### src/rtl/cdb_arbiter.sv
// Common data bus arbiter: round-robin grant among four functional units,
// with a one-cycle registered {tag, data} broadcast to the snooping consumers.
module cdb_arbiter #(
  parameter int NUM_REQ = 4,
  parameter int TAG_W   = 5,
  parameter int DATA_W  = 32,
  localparam int PW     = TAG_W + DATA_W
) (
  input  logic                  clk,
  input  logic                  rst,
  input  logic                  flush,
  input  logic [NUM_REQ-1:0]    req,
  input  logic [NUM_REQ*PW-1:0] req_payload,
  output logic [NUM_REQ-1:0]    grant,
  output logic [PW-1:0]         cdb_out,
  output logic                  cdb_en,
  output logic                  tag_err
);

  logic [1:0]    rr_ptr;
  logic [1:0]    winner;
  logic [1:0]    idx;
  logic          found;
  logic [PW-1:0] win_payload;

  // Search upward from rr_ptr, wrapping mod 4; rst and flush suppress any grant.
  always_comb begin
    winner = '0;
    found  = 1'b0;
    idx    = '0;
    if (!rst && !flush) begin
      for (int k = 0; k < NUM_REQ; k++) begin
        idx = rr_ptr + 2'(k);
        if (!found && req[idx]) begin
          found  = 1'b1;
          winner = idx;
        end
      end
    end
  end

  assign grant       = found ? (NUM_REQ'(1) << winner) : '0;
  assign win_payload = req_payload[winner*PW +: PW];

  always_ff @(posedge clk or posedge rst) begin
    if (rst) begin
      rr_ptr  <= '0;
      cdb_en  <= 1'b0;
      cdb_out <= '0;
      tag_err <= 1'b0;
    end else if (flush) begin
      rr_ptr <= '0;
      cdb_en <= 1'b0;
    end else if (found) begin
      rr_ptr  <= winner + 2'd1;
      cdb_out <= win_payload;
      cdb_en  <= 1'b1;
      // Tag 0 means "ready" to the stations, so it must never appear on the bus.
      if (win_payload[PW-1:DATA_W] == '0) tag_err <= 1'b1;
    end else begin
      cdb_en <= 1'b0;
    end
  end

endmodule

### config.mk
export PLATFORM = sky130hd
export DESIGN_NAME = cdb_arbiter
export DESIGN_NICKNAME = d
export VERILOG_FILES = /design/src/rtl/cdb_arbiter.sv
export SDC_FILE = /design/constraint.sdc
export NUM_CORES = 1
export LEC_CHECK = 0
export CORE_ASPECT_RATIO = 1.5
export CORE_MARGIN = 2
export CORE_UTILIZATION = 36
export CTS_CLUSTER_SIZE = 10
export DETAILED_ROUTE_END_ITERATION = 7
export GPL_TIMING_DRIVEN = 0
export PLACE_DENSITY = 0.92
export SETUP_SLACK_MARGIN = 0.02
export SYNTH_ARGS = -nofsm -noshare
export SYNTH_HDL_FRONTEND = slang
export SYNTH_SLANG_ARGS = --single-unit
### constraint.sdc
create_clock -name clk -period 3 [get_ports clk]
set_input_delay 0.6 -clock clk [delete_from_list [all_inputs] [get_ports clk]]
set_output_delay 0.6 -clock clk [all_outputs]
set_load 0.01 [all_outputs]
==> metrics.cfg <==
[global_route]
grtUsageMet2_pct=44.9
grt_pass1_wl_um=16800
antenna_found_initial=0
gr-usage-met1_pct=25.2
grt_use_total_pct=23.7
grt_max_degree=42
grt.overflow.total=0
use_met3_pct=3.79
grt_pass1_vias=3590
busiest_layer=met2

[run_status]
status=complete, no violations

[power_and_ir_drop]
p_total_w=0.00210
p_leak_nw=2.47
ir_drop_mv=0.227
power.density_mw_per_mm2=395

[cells_and_area]
fin_util_pct=66.8
n_antenna_cell=0
final_common_cell=clkdlybuf4s50_1
synthToLayoutAreaGrowth_pct=81.7
final_nets=705
layout_common_cells=188 x clkdlybuf4s50_1, 81 x nand2_1, 62 x o21ai_1
fillers=642
drive_gt1_share_pct=9.32

[detailed_routing]
drc=0
ant_nets=0
routedWlPerCell_um=16.3
drt_wl_total_um=10600
drt_pass1_iterations=4
num_vias=3302
via_per_inst=5.06
drt_iter0_markers=133

[sta]
finalSetupViolCount=0
rsz0062_at_grt=no
clock_skew_ps=3.07
worstMarginPinSlew_ps=861
report.final.hold_viol_count=0
timing.fmax_mhz=345
max_slew_margin_pct=42.5
drv_slew=0
holdWs_ps=466
fin_crit_sh_pct=96.6
min_period_ps=2900

[clocking]
clock-sinks=41
cts.htree.levels=2
insertion_delay_ps=280
path_clk_slew_ps=60
cts_buffers=5
clk_path_buf_depth=2
cts_tree=done
root_buffer=clkbuf_16
cts_hold_buf=0

[floorplan]
die_x_um=77.6
die_h_um=114
initial_core_util_pct=36.8
coreArea_mm2=0.00796
rows=40
die_area_mm2=0.00888
boundaryPins=198

[logic_synthesis]
ys_async_sr_fraction_pct=100
synth.avg_cell_area_um2=8.65
ys_seq_area_share_pct=35.1
synth_cells=338
synth-edff-count=0
synthesis.nets=497
ys_warn_count=0
synth_seq_cells=41
synth_flop_cell=dfrtp_1
synth_cell_types=35
synth_area_mm2=0.00293

[worst_setup_path]
critPathCaptureType=primary output
cp-startpoint=rst
path_max_fanout=10
crit_path_start_kind=input port
r2r-start=rr_ptr[0]
cp.arrival_ps=2300
required_ps=2400
path_class=input port to primary output

[place]
port_buffers=197
routabilityCongestion=0.905
dp_hpwl_um=8610

[min_path]
min_from=tag_err
hold_class=flip-flop to flip-flop

[flow_run]
drv_cap=0

-- timing repair --
item	4_1_cts	5_1_grt
setup buffers	5	0
endpoints found under the setup margin	4	3
pin swaps	5	2
resized for setup	23	5
gates cloned	1	0
-- flip-flops by register name, indices dropped and copies added, names as in the netlist --
signal / cells
tag_err: 1
rr_ptr: 2
cdb_en: 1
cdb_out: 37
-- critical path, cell delays in order --
cell and delay [ps]:
clkdlybuf4s50_1 490, nor2_4 170, nand2b_4 80, nor2_4 140, inv_4 70, buf_12 150
ha_1 180, and2_1 120, dlygate4sd2_1 280
-- through the flow --
step	instance area, um^2	worst slack (ps)	std cells	setup TNS [ps]
after CTS	5300	95.1	652	0
after detailed placement	5030	-928	640	-2720
after floorplan	2930	441	338	0
after global placement	5030	-866	640	-2520
after global routing	5320	23.8	652	0
final	5320	101	652	0
-- report_power, final --
| part | switching, W | internal (W) |
|---|---|---|
| registers | 0.0000506 | 0.000642 |
| logic | 0.000309 | 0.000471 |
| clock network | 0.000214 | 0.000416 |
| total | 0.000574 | 0.00153 |
-- final timing paths --
kind	end	slack [ps]	cells past startpoint
min in group asynchronous	cdb_en	930	2
worst min register to register	tag_err	470	1
worst min-delay path	tag_err	470	1
worst max register to register	cdb_out[33]	770	10
max in group asynchronous	tag_err	1520	2
worst max-delay path	grant[0]	100	9
-- cells by family (layout without fill, tap and decap cells) --
kind of cell / Yosys count / in the layout / share of synthesized area [%]
AOI/OAI and AO/OA: 84 / 84 / 15.2
adders and majority gates: 4 / 4 / 1.71
muxes: 71 / 71 / 26.6
buffers and inverters: 30 / 239 / 5.52
DFF: 41 / 41 / 35.1
and+or+nand+nor: 108 / 108 / 15.9
-- routing by layer --
| layer | part of all wire (%) | vias up |
|---|---|---|
| met1 | 37 | 1555 |
| met3 | 4.5 | 32 |
| met5 | 0 | - |
| met2 | 55 | 130 |
| met4 | 3.7 | 0 |
| li1 | - | 1585 |
-- area by class of cell --
class	instances	area, um^2	area share (%)
plain buffers	22	143	2.68
clock buffers	7	143	2.68
clock inverters	1	30.0	0.565
inverters	6	30.0	0.565
multi-input cells	267	1780	33.4
flip-flops and latches	41	1030	19.3
well taps	105	131	2.47
repair buffers	203	2040	38.3
-- synth_stat cells, types with 2 or more instances --
cell type | n | area [um^2]
a21o_1 | 2 | 15.0
a21oi_1 | 4 | 20.0
and2_1 | 4 | 25.0
buf_1 | 3 | 11.3
buf_2 | 3 | 15.0
buf_4 | 2 | 15.0
buf_6 | 5 | 56.3
clkbuf_1 | 11 | 41.3
dfrtp_1 | 41 | 1030
ha_1 | 4 | 50.1
inv_1 | 4 | 15.0
inv_2 | 2 | 7.51
mux2_1 | 21 | 236
mux2_2 | 13 | 146
mux2i_1 | 35 | 350
mux4_2 | 2 | 45.0
nand2_1 | 81 | 304
nand2b_1 | 5 | 31.3
nor2_1 | 7 | 26.3
nor2b_1 | 2 | 12.5
nor3_1 | 3 | 15.0
o21ai_0 | 10 | 50.1
o21ai_1 | 62 | 310
Power figures use the tool's default switching activity.
